<file path="src/rtl/fetch_sequencer.sv">
// Instruction fetch sequencer: owns the PC, addresses the 32-word ROM and holds one registered instruction for decode.
// Optional macro PC_BOUND_CHECK_EN: fault on out-of-region PC instead of modulo wrap.
module fetch_sequencer #(
    parameter int unsigned MEM_DEPTH = 32,
    parameter logic [31:0] RESET_PC  = 32'h0000_0000,
    parameter logic [31:0] HALT_WORD = 32'hFFFF_FFFF
) (
    input  logic        clk,
    input  logic        reset,
    input  logic        start,
    input  logic        branch_en,
    input  logic [31:0] branch_target,
    input  logic        instr_ready,
    input  logic [31:0] rom_rd,
    output logic [31:0] rom_a,
    output logic [31:0] instr,
    output logic        instr_valid,
    output logic [31:0] pc_out,
    output logic        halted,
    output logic        fault
);

    localparam logic [31:0] SPAN = 32'(MEM_DEPTH * 4);

    typedef enum logic [1:0] {
        S_IDLE,
        S_FETCH,
        S_HOLD,
        S_HALT
    } state_t;

    state_t      r_state;
    logic [31:0] r_pc;
    logic [31:0] r_instr;
    logic [31:0] r_pc_out;
    logic        r_instr_valid;
    logic        r_halted;

    state_t      w_state;
    logic [31:0] w_pc;
    logic [31:0] w_instr;
    logic [31:0] w_pc_out;
    logic        w_instr_valid;
    logic        w_halted;

    logic        w_advance;
    logic [31:0] w_target;
    logic [31:0] w_seq_pc;
    logic [31:0] w_branch_pc;

`ifdef PC_BOUND_CHECK_EN
    logic        r_fault;
    logic        w_fault;
    logic        w_seq_oob;
    logic        w_tgt_oob;

    // Unsigned offset compare also catches addresses below RESET_PC.
    function automatic logic in_region(input logic [31:0] a);
        return (a - RESET_PC) < SPAN;
    endfunction

    assign w_seq_pc    = r_pc + 32'd4;
    assign w_branch_pc = w_target;
    assign w_seq_oob   = !in_region(w_seq_pc);
    assign w_tgt_oob   = !in_region(w_target);
    assign fault       = r_fault;
`else
    function automatic logic [31:0] wrap_addr(input logic [31:0] a);
        return RESET_PC + ((a - RESET_PC) & (SPAN - 32'd1));
    endfunction

    assign w_seq_pc    = wrap_addr(r_pc + 32'd4);
    assign w_branch_pc = wrap_addr(w_target);
    assign fault       = 1'b0;
`endif

    assign w_advance = !r_instr_valid || instr_ready;
    assign w_target  = branch_target & ~32'h3;

    // Branch beats halt detection, which beats capture, which beats stall.
    always_comb begin
        w_state       = r_state;
        w_pc          = r_pc;
        w_instr       = r_instr;
        w_pc_out      = r_pc_out;
        w_instr_valid = r_instr_valid;
        w_halted      = r_halted;
`ifdef PC_BOUND_CHECK_EN
        w_fault       = r_fault;
`endif
        case (r_state)
            S_IDLE: begin
                w_instr_valid = 1'b0;
                if (start) begin
                    w_state = S_FETCH;
                end
            end
            S_FETCH, S_HOLD: begin
                if (branch_en) begin
                    w_instr_valid = 1'b0;
                    w_state       = S_FETCH;
`ifdef PC_BOUND_CHECK_EN
                    if (w_tgt_oob) begin
                        w_fault  = 1'b1;
                        w_halted = 1'b1;
                        w_state  = S_HALT;
                    end else begin
                        w_pc = w_branch_pc;
                    end
`else
                    w_pc = w_branch_pc;
`endif
                end else if (w_advance) begin
                    if (rom_rd == HALT_WORD) begin
                        w_instr_valid = 1'b0;
                        w_halted      = 1'b1;
                        w_state       = S_HALT;
`ifdef PC_BOUND_CHECK_EN
                    end else if (w_seq_oob) begin
                        w_instr_valid = 1'b0;
                        w_fault       = 1'b1;
                        w_halted      = 1'b1;
                        w_state       = S_HALT;
`endif
                    end else begin
                        w_instr       = rom_rd;
                        w_pc_out      = r_pc;
                        w_instr_valid = 1'b1;
                        w_pc          = w_seq_pc;
                        w_state       = S_FETCH;
                    end
                end else begin
                    w_state = S_HOLD;
                end
            end
            S_HALT: begin
                w_instr_valid = 1'b0;
                w_halted      = 1'b1;
            end
            default: begin
                w_state = S_IDLE;
            end
        endcase
    end

    always_ff @(posedge clk) begin
        if (reset) begin
            r_state       <= S_IDLE;
            r_pc          <= RESET_PC;
            r_instr       <= 32'd0;
            r_pc_out      <= 32'd0;
            r_instr_valid <= 1'b0;
            r_halted      <= 1'b0;
`ifdef PC_BOUND_CHECK_EN
            r_fault       <= 1'b0;
`endif
        end else begin
            r_state       <= w_state;
            r_pc          <= w_pc;
            r_instr       <= w_instr;
            r_pc_out      <= w_pc_out;
            r_instr_valid <= w_instr_valid;
            r_halted      <= w_halted;
`ifdef PC_BOUND_CHECK_EN
            r_fault       <= w_fault;
`endif
        end
    end

    assign rom_a       = r_pc;
    assign instr       = r_instr;
    assign pc_out      = r_pc_out;
    assign instr_valid = r_instr_valid;
    assign halted      = r_halted;

endmodule
</file>
<file path="config.mk">
export PLATFORM = sky130hd
export DESIGN_NAME = fetch_sequencer
export DESIGN_NICKNAME = d
export VERILOG_FILES = /design/src/rtl/fetch_sequencer.sv
export SDC_FILE = /design/constraint.sdc
export NUM_CORES = 1
export LEC_CHECK = 0
export BUFFER_PORTS_ARGS = -buffer_cell sky130_fd_sc_hd__buf_4
export CAP_MARGIN = 0
export CORE_MARGIN = 1
export CORE_UTILIZATION = 37
export DETAILED_ROUTE_END_ITERATION = 10
export GPL_TIMING_DRIVEN = 0
export PLACE_DENSITY_LB_ADDON = 0.15
export RECOVER_POWER = 50
export SYNTH_ARGS = -nofsm -noshare
export SYNTH_HDL_FRONTEND = slang
export SYNTH_SLANG_ARGS = --single-unit
</file>
<file path="constraint.sdc">
create_clock -name clk -period 1.7 [get_ports clk]
set_input_delay 0.17 -clock clk [delete_from_list [all_inputs] [get_ports clk]]
set_output_delay 0.17 -clock clk [all_outputs]
set_load 0.05 [all_outputs]
</file>
Yosys cells after proc, flatten, opt, wreduce, memory -nomap -nowiden
Index checks and enable logic that the tools add are counted.

storage, ports and cells
  flip-flop bits (word level) = 100
  latch bits = 0
  bits in writable memories = 0
  memory bits (read-only) = 0
  bits of input ports = 69
  output and inout port bits = 99
  word-level logic and storage cells = 47
  memories = 0

cells by class
  add/sub/neg operators = 1
  multiply operators = 0
  div/mod/pow operators = 0
  order comparisons = 0
  eq/ne operators = 10
  shift-type cells = 0
  mux-type cells = 16
  bitwise logic cells = 2
  reduce and logical (&&, ||, !) cells = 12

operators with widths
  cell                    count
  $mux W32                3
  $eq A32 B32 Y1 const B  1
  $ne A2 B2 Y1 const B    5
  $mux W2                 4
  $reduce_and A4 Y1       2
  $add A7 B3 Y7 const B   1
  $mux W1                 6
  $reduce_bool A2 Y1      3
  $eq A2 B2 Y1 const B    2
  $pmux W1 S2             2
  $pmux W2 S2             1
  $reduce_or A2 Y1        2
  $ne A3 B3 Y1 const B    1
  $reduce_and A3 Y1       1
  $eq A2 B1 Y1 const B    1
  $logic_not A2 Y1        1
  $not A1 Y1              2
  $reduce_and A2 Y1       1
  $logic_not A1 Y1        1
  $logic_or A1 B1 Y1      1

Logic depth before layout (Yosys ltp)
Gate-level depths: netlist (run 1).

  word-level depth = 5
  mapped depth = 8
  gate-level depth less buffers = 6

Worst setup path after synthesis (run 1)
No wires, ideal clock.

  path type = reg2reg
  from = reg r_state[1]
  to = reg r_pc_out[4], in the netlist pc_out[4]
  library setup time = 0.128 ns
  arrival time = 1.643 ns
  required time = 1.572 ns
  setup slack = -0.071 ns
  stages on the path, launching flop included = 9
  path buffers = 2
  clock period less this slack = 1.771 ns
  cell sequence = dfxtp_1 inv_1 ha_1 nand2b_1 a211oi_1 buf_6 buf_12 mux2i_1 nor2_1

on the way
  longest elaborated chain between the ends = 3
  elaborated cells on any way between the ends = 4
  classes of those cells = 2 x eq/ne; 2 x reduce/logical

ends and longest elaborated chain
  what                                          line  text
  start: declaration                            32    state_t r_state;
  start signal: assignment                      158   r_state <= w_state;
  $eq A2 B1 Y1 or $eq A2 B2 Y1 (tied branches)  91    case (r_state)
  $reduce_or A2 Y1 *                            91
  $reduce_and A4 Y1 (no source line) *          -
  end signal: assignment                        161   r_pc_out <= w_pc_out;
  end: declaration                              35    logic [31:0] r_pc_out;

Every way passes the cells marked *; elsewhere a longest branch is shown, timed or not.
A chain may end at the register's enable or synchronous reset.

Worst setup path after layout (run 1)
  from = reg r_state[1]
  to = reg r_instr[22], in the netlist instr[22]

on the way
  longest elaborated chain between the ends = 3
  elaborated cells on any way between the ends = 4
  classes of those cells = 2 x eq/ne; 2 x reduce/logical

ends and longest elaborated chain
  what                                          line  text
  $eq A2 B1 Y1 or $eq A2 B2 Y1 (tied branches)  91
  $reduce_or A2 Y1 *                            91
  $reduce_and A4 Y1 (no source line) *          -
  end signal: assignment                        160   r_instr <= w_instr;
  end: declaration                              34    logic [31:0] r_instr;

Marks and branches as above.

==> results of run 1 <==
## through the flow
step                      cells  hold slack, ns  total power, mW  setup slack (ns)
after CTS                   469          0.1116            2.759           0.04013
after floorplan             301          0.3172            1.908          0.005706
after global routing        471          0.1216            2.846          -0.02428
after global placement      460          0.4142            2.102           -0.1089
final                       471          0.1239            2.697           0.08220
after detailed placement    460          0.4224            2.107           -0.1470
## Yosys cell counts
cell type   n
o21ai_2     1
nand2_1     5
nor2b_1     2
nand3_1     5
nand4_1     8
inv_1       5
and3_1      1
a22oi_1     1
nor3b_1     1
a32o_1      1
clkbuf_1    5
ha_1        3
conb_1      1
mux2_2      1
buf_1       1
nor4b_1     2
nor2_1     40
or3_1       1
buf_6       1
mux2i_1    39
buf_12      3
nor4_2      2
o32ai_1     3
nor3_1      3
a211o_1     1
dfxtp_1    46
a22o_1      1
a211oi_1    2
nand2b_1    1
buf_4      55
a21oi_1     6
## cell families after synthesis
group | after synthesis | share of synthesized area
adder cells (fa/ha/maj) | 3 | 0.01601
other | 1 | 0.001599
AO/OA/AOI/OAI | 16 | 0.04910
multiplexers | 40 | 0.1713
AND/OR/NAND/NOR | 71 | 0.1451
flip-flops | 46 | 0.3927
buffers and inverters | 70 | 0.2241
## layer usage
metal / GRT usage / routed length (um) / part of all wire
met5: 0 / 0 / 0
met4: 0.05614 / 38 / 0.0075
met3: 0.03444 / 453 / 0.089
met2: 0.2392 / 2352 / 0.46
met1: 0.1912 / 2250 / 0.44
## power groups by stage
stage / logic (mW) / clock network (mW) / registers [mW]
4_1_cts: 0.935 / 0.662 / 1.16
3_3_place_gp: 0.916 / 0 / 1.19
5_1_grt: 0.968 / 0.708 / 1.17
2_1_floorplan: 0.557 / 0 / 1.35
6_report: 0.911 / 0.624 / 1.16
3_5_place_dp: 0.920 / 0 / 1.19
## path summary, 6_finish.rpt
check | to | slack [ns] | cells after the start
worst min register to register | r_state[1]$_SDFFE_PP0P_ | 0.47 | 2
worst max-delay path | instr[22]$_SDFFE_PP0P_ | 0.08 | 8
worst min-delay path | instr[31]$_SDFFE_PP0P_ | 0.12 | 3
worst max register to register | instr[22]$_SDFFE_PP0P_ | 0.08 | 8
## critical path, cell delays in order, from the launching register on
cell and delay [ns]:
dfxtp_2 0.35, inv_2 0.04, ha_4 0.27, nand2b_4 0.07, a211oi_2 0.17, buf_6 0.19, buf_12 0.15, mux2i_1 0.19
nor2_1 0.05
## flip-flops by register name (all words and copies together) (netlist names)
signal and flops:
rom_a 5, instr_valid 1, pc_out 5, halted 1, r_state 2, instr 32
## layout make-up
cell class              count  area (um^2)  share of cell area
multi-input cells         185         1130              0.3417
flip-flops and latches     46        923.4              0.2792
repair buffers             88        555.5              0.1680
plain buffers              65        506.7              0.1532
well taps                  75        93.84             0.02838
clock buffers               5        68.82             0.02081
inverters                   5        18.77            0.005675
clock inverters             2        10.01            0.003027
## what timing repair did
| item | CTS | global route |
|---|---|---|
| resized for setup | 2 | 4 |
| buffers inserted | 2 | 1 |
| gates cloned | 0 | 1 |
| pin swaps | 1 | 0 |
| endpoints found under the setup margin | 31 | 32 |
==> metrics.md, run 1 <==
| Metric | Value |
|---|---|
| Commonest non-fill, non-tap cell in the layout | `buf_4` |
| Placed cell area | `3289 um^2` |
| Power per cell area | `815.5 nW/um^2` |
| H-tree depth | `2` |
| Crit path launch type | `flip-flop` |
| Hold Startpoint | `rom_rd[31]` |
| HP Class | `primary input to flip-flop` |
| # rows | `28` |
| Final #Nets | `468` |
| CORE AREA | `6026 um^2` |
| Crit path time final | `approximately 1.6 ns` |
| Initial antenna violation count | `0` |
| CP endpoint kind | `flip-flop` |
| CP Max Fanout | `10` |
| Post-Syn Area | `approximately 2300 um^2` |
| Final Max Slew Viols | `0` |
| DPL Wire Length | `slightly below 4 mm` |
| Vias in the first global route | `approximately 1700` |
| Sequential group share of total power | `0.431` |
| Fin Clk Skew | `0.004218 ns` |
| Setup-failing EPs final | `0` |
| Largest cells by area after synthesis | `dfxtp_1, buf_4, mux2i_1, nor2_1, buf_12` |
| Crit path required time | `1.87 ns` |
| Antenna cells | `0` |
| Cells after Synth | `247` |
| GRT Total Usage | `0.1482` |
| Initial Util | `0.3891` |
| Top Ports | `168` |
| Clk_lat worst skew | `0.29 ns` |
| WP data arrival | `1.78 ns` |
| First-pass GRT wire length | `7.638 mm` |
| Die Ht | `81.61 um` |
| Power Internal | `around 1.7 mW` |
| Area share of the largest cell type after synthesis | `0.3927` |
| Combinational power share | `0.338` |
| Rel. slew slack | `0.5809` |
| Yosys warns | `0` |
| WS Path Type | `flip-flop to flip-flop` |
| Non-Filler Cell Area, Final | `3307 um^2` |
| Number of nets still failing antenna checks after routing | `0` |
| Die width | `81.61 um` |
| Static Leak | `1.536 nW` |
| Drt total wl | `about 5 mm` |
| Maxcap violations | `0` |
| Clk Tree Root Cell | `clkbuf_8` |
| Fill count | `610` |
| Period utilization | `0.9516` |
| Clk slew on worst S/H paths | `0.08 ns` |
| Worst Setup SP | `r_state[1]$_SDFFE_PP0P_` |
| Final RePlAce weighted congestion | `slightly below 0.8` |
| Vias | `1953` |
| Share of cells above drive strength 1 | `0.3283` |
| Register area share after synthesis | `0.3927` |
| Psw | `0.9935 mW` |
| Sink Count | `46` |
| CTS max path bufs | `2` |
| FMAX | `0.6181 GHz` |
| Sw Ratio | `0.3684` |
| Port buffer count | `84` |
| Clock power share | `0.231` |
| Status | `completed` |
| #FFs+latches synth | `46` |
| DRC viols | `0` |
| Post-CTS Hold Buffers | `0` |
| RSZ-0062 raised after global routing | `yes` |
| Slew @ Worst Pin | `between 0.6 and 0.7 ns` |
| Wire per inst | `approximately 11 um` |
| Die ar. | `6659 um^2` |
| P&R area growth vs syn | `41.04%` |
| Num CTS Buffers | `5` |
| Netlist cell types | `31` |
| Final core occ | `0.5488` |
| Reg-to-reg startpoint | `r_state[1]$_SDFFE_PP0P_` |
| Fin Setup TNS | `0 ns` |
| Largest area contributor in the netlist | `dfxtp_1` |
| Commonest cells after routing, fill and taps aside | `buf_4, conb_1, dfxtp_1, clkbuf_1, nor2_1` |
| Peak supply drop | `just under 400 uV` |
| GRT overflow | `0` |
| DRT iter0 DRCs | `24` |
| Final hold violations | `0` |
| Largest net degree at the start of global routing | `14` |
| Pre-antenna DRT Iters | `4` |
| CTS tree | `yes` |
| Mean Syn Cell Area | `9.493 um^2` |
| Vias per cell | `about 4.1` |
Note: power is estimated with default switching activity, not from simulation.
==> run 2, diff against run 1 <==
--- a/config.mk
+++ b/config.mk
@@ -5,10 +5,11 @@
 export SDC_FILE = /design/constraint.sdc
 export NUM_CORES = 1
 export LEC_CHECK = 0
+export ABC_AREA = 1
 export BUFFER_PORTS_ARGS = -buffer_cell sky130_fd_sc_hd__buf_4
 export CAP_MARGIN = 0
 export CORE_MARGIN = 1
-export CORE_UTILIZATION = 37
+export CORE_UTILIZATION = 39
 export DETAILED_ROUTE_END_ITERATION = 10
 export GPL_TIMING_DRIVEN = 0
 export PLACE_DENSITY_LB_ADDON = 0.15
==> run 2 against run 1 <==
Effect of this change: the run now ends with DRC left; count of clock-buffer cells in the layout is 2 higher; sequential cell count is the same; critical path type unchanged; wire length is 29% higher; non-clock buffer count grew 6; critical path depth decreased by 1; clock power increased by 30%; sequential share of layout area down 1.6 points; sequential power hardly changed.
==> metrics.md, run 2 <==
| Metric | Value |
|---|---|
| Status | `finished, violations left` |
| Violated checks | `DRC` |
| Hold WS | `0.1565 ns` |
| Placed cell area | `~3500 um^2` |
| First-pass GRT wire length | `10.27 mm` |
| Sink Count | `46` |
| FMAX | `0.6173 GHz` |
| Post-Syn Area | `approximately 2600 um^2` |
| Port buffer count | `83` |
| Critical path, cell by cell | `inv_1 -> ha_4 -> inv_2 -> nor2_4 -> clkbuf_2 -> nand4_1 -> a21oi_2` |
| Clk Tree Root Cell | `clkbuf_8` |
| Slew @ Worst Pin | `0.6856 ns` |
| Static Leak | `1.578 nW` |
| Vias in the first global route | `between 2000 and 2500` |
| Area share of the largest cell type after synthesis | `0.3523` |
| #FFs+latches synth | `46` |
| Fin Clk Skew | `0.005862 ns` |
| Initial Util | `0.4070` |
| Largest net degree at the start of global routing | `14` |
| Crit path time final | `1.620 ns` |
| Clk slew on worst S/H paths | `0.09 ns` |
| CP Max Fanout | `10` |
| DRC viols | `22` |
| Die ar. | `7033 um^2` |
| DRT iter0 DRCs | `roughly 130` |
| Setup-failing EPs final | `0` |
| Final Max Slew Viols | `0` |
| Commonest cells after routing, fill and taps aside | `buf_4, nand2_1, conb_1, clkbuf_1, dfxtp_1` |
| Top FF cell, synth | `dfxtp_1` |
| Antenna cells | `0` |
| Final core occ | `0.5447` |
| Yosys warns | `0` |
| Share of cells above drive strength 1 | `0.2791` |
| Largest area contributor in the netlist | `dfxtp_1` |
| Crit-path leading delay family | `buffers and inverters` |
| Non-Filler Cell Area, Final | `3498 um^2` |
| Power per cell area | `857.3 nW/um^2` |
| Rel. slew slack | `0.5429` |
| Clk_lat worst skew | `around 0.3 ns` |
| Top post-synthesis cells by count | `nand2_1, buf_4, dfxtp_1` |
| Netlist cell types | `24` |
| Crit path launch type | `flip-flop` |
| CTS max path bufs | `2` |
| CP endpoint kind | `flip-flop` |
| Worst Setup SP | `r_state[0]$_SDFFE_PP0P_` |
| H-tree depth | `2` |
| Pre-antenna DRT Iters | `9` |
| Critical Path Slowest Stage Cell | `dfxtp_1` |
| Peak supply drop | `324.2 uV` |
| Commonest non-fill, non-tap cell in the layout | `buf_4` |
| Slowest cell delay on critical path | `approximately 0.35 ns` |
| HP Class | `primary input to flip-flop` |
| Period utilization | `0.9529` |
| Top Ports | `168` |
| Largest cells by area after synthesis | `dfxtp_1, buf_4, nand4_1, nand2_1, a21oi_1` |
| Number of nets still failing antenna checks after routing | `0` |
| Cells after Synth | `354` |
| DPL Wire Length | `5.074 mm` |
| Top-count cell post-synth | `nand2_1` |
| Wire per inst | `11.42 um` |
| Die Ht | `between 80 and 90 um` |
| # rows | `29` |
| CORE AREA | `6422 um^2` |
| Maxcap violations | `0` |
| Fill count | `661` |
| CTS tree | `yes` |
| Final hold violations | `0` |
| Vias | `2573` |
| Hold Startpoint | `rom_rd[2]` |
| WS Path Type | `flip-flop to flip-flop` |
| Mean Syn Cell Area | `7.383 um^2` |
| Register area share after synthesis | `0.3523` |
| Drt total wl | `6.568 mm` |
| Vias per cell | `4.475` |
| FFs w/ async S/R, synth | `0` |
| Max reg flops | `32` |
| Num CTS Buffers | `5` |
| P&R area growth vs syn | `33.84%` |
| Final #Nets | `569` |
| Reg-to-reg startpoint | `r_state[0]$_SDFFE_PP0P_` |
| Crit path required time | `1.92 ns` |
| Worst Path Buf+Inv | `3` |
| EDFF count, synth | `0` |
| Final RePlAce weighted congestion | `between 0.8 and 0.9` |
| Layout Cells excl Fill | `575` |
| WP data arrival | `1.84 ns` |
| RSZ-0062 raised after global routing | `no` |
| GRT Total Usage | `0.1794` |
| GRT overflow | `0` |
| Initial antenna violation count | `0` |
| Die width | `83.87 um` |
| Design Power | `~3.0 mW` |
| Placed cell count | `568` |
==> run 2: cell families (layout without fill, tap and decap cells) <==
family	Yosys count	in the layout	synth area share
adders and majority gates	3	3	0.01436
buffers and inverters	93	183	0.2279
DFF	46	46	0.3523
and+or+nand+nor	162	162	0.2930
other	1	55	0.001435
AOI/OAI and AO/OA	48	48	0.1077
xor gates and xnor gates	1	1	0.003351
==> run 2: power breakdown <==
| group | switching, mW | total, mW | internal [mW] |
|---|---|---|---|
| Clock | 0.368 | 0.809 | 0.440 |
| Sequential | 0.0498 | 1.19 | 1.14 |
| Combinational | 0.720 | 1.00 | 0.283 |
| Total | 1.14 | 3.00 | 1.86 |
==> run 2: tightest hold or removal path, delay by kind of cell <==
kind | cells | cell delay [ns]
AOI/OAI and AO/OA | 1 | 0.06
and+or+nand+nor | 1 | 0.07
buffers and inverters | 1 | 0.11
==> run 2: layout make-up <==
class	instances	area, um^2	area share
repair buffers	83	457.9	0.1309
flip-flops and latches	46	922.1	0.2636
inverters	16	60.06	0.01717
clock inverters	1	30.03	0.008584
plain buffers	76	538.0	0.1538
well taps	77	96.34	0.02754
multi-input cells	269	1318	0.3766
clock buffers	7	76.32	0.02182
==> run 2: final timing paths <==
path                                  to  slack [ns]  cells after the start
hold / removal     instr[2]$_SDFFE_PP0P_        0.16                      3
setup / recovery  instr[20]$_SDFFE_PP0P_        0.08                      7
setup reg to reg  instr[20]$_SDFFE_PP0P_        0.08                      7
hold reg to reg   instr[10]$_SDFFE_PP0P_        0.46                      2
==> run 2: through the flow <==
| step | setup WS (ns) | setup TNS (ns) |
|---|---|---|
| 5_1_grt | 0.005280 | 0 |
| 2_1_floorplan | 0.06127 | 0 |
| 3_3_place_gp | -0.04970 | -0.8677 |
| 4_1_cts | 0.005982 | 0 |
| 3_5_place_dp | -0.1104 | -2.188 |
| 6_report | 0.08014 | 0 |
==> run 2: repair_timing <==
| action | 4_1_cts | 5_1_grt |
|---|---|---|
| gates resized for setup | 5 | 5 |
| pin swaps | 0 | 1 |
| setup endpoints to repair | 30 | 31 |
| setup buffers | 0 | 0 |
| hold buffers | 0 | 0 |
| cloned | 0 | 0 |
==> run 2: routing by layer <==
metal	vias up	part of all wire	GRT usage
met5	-	0	0
met2	107	0.46	0.3040
met1	1100	0.45	0.2262
met4	0	0.018	0.06270
li1	1357	-	-
met3	9	0.073	0.03561
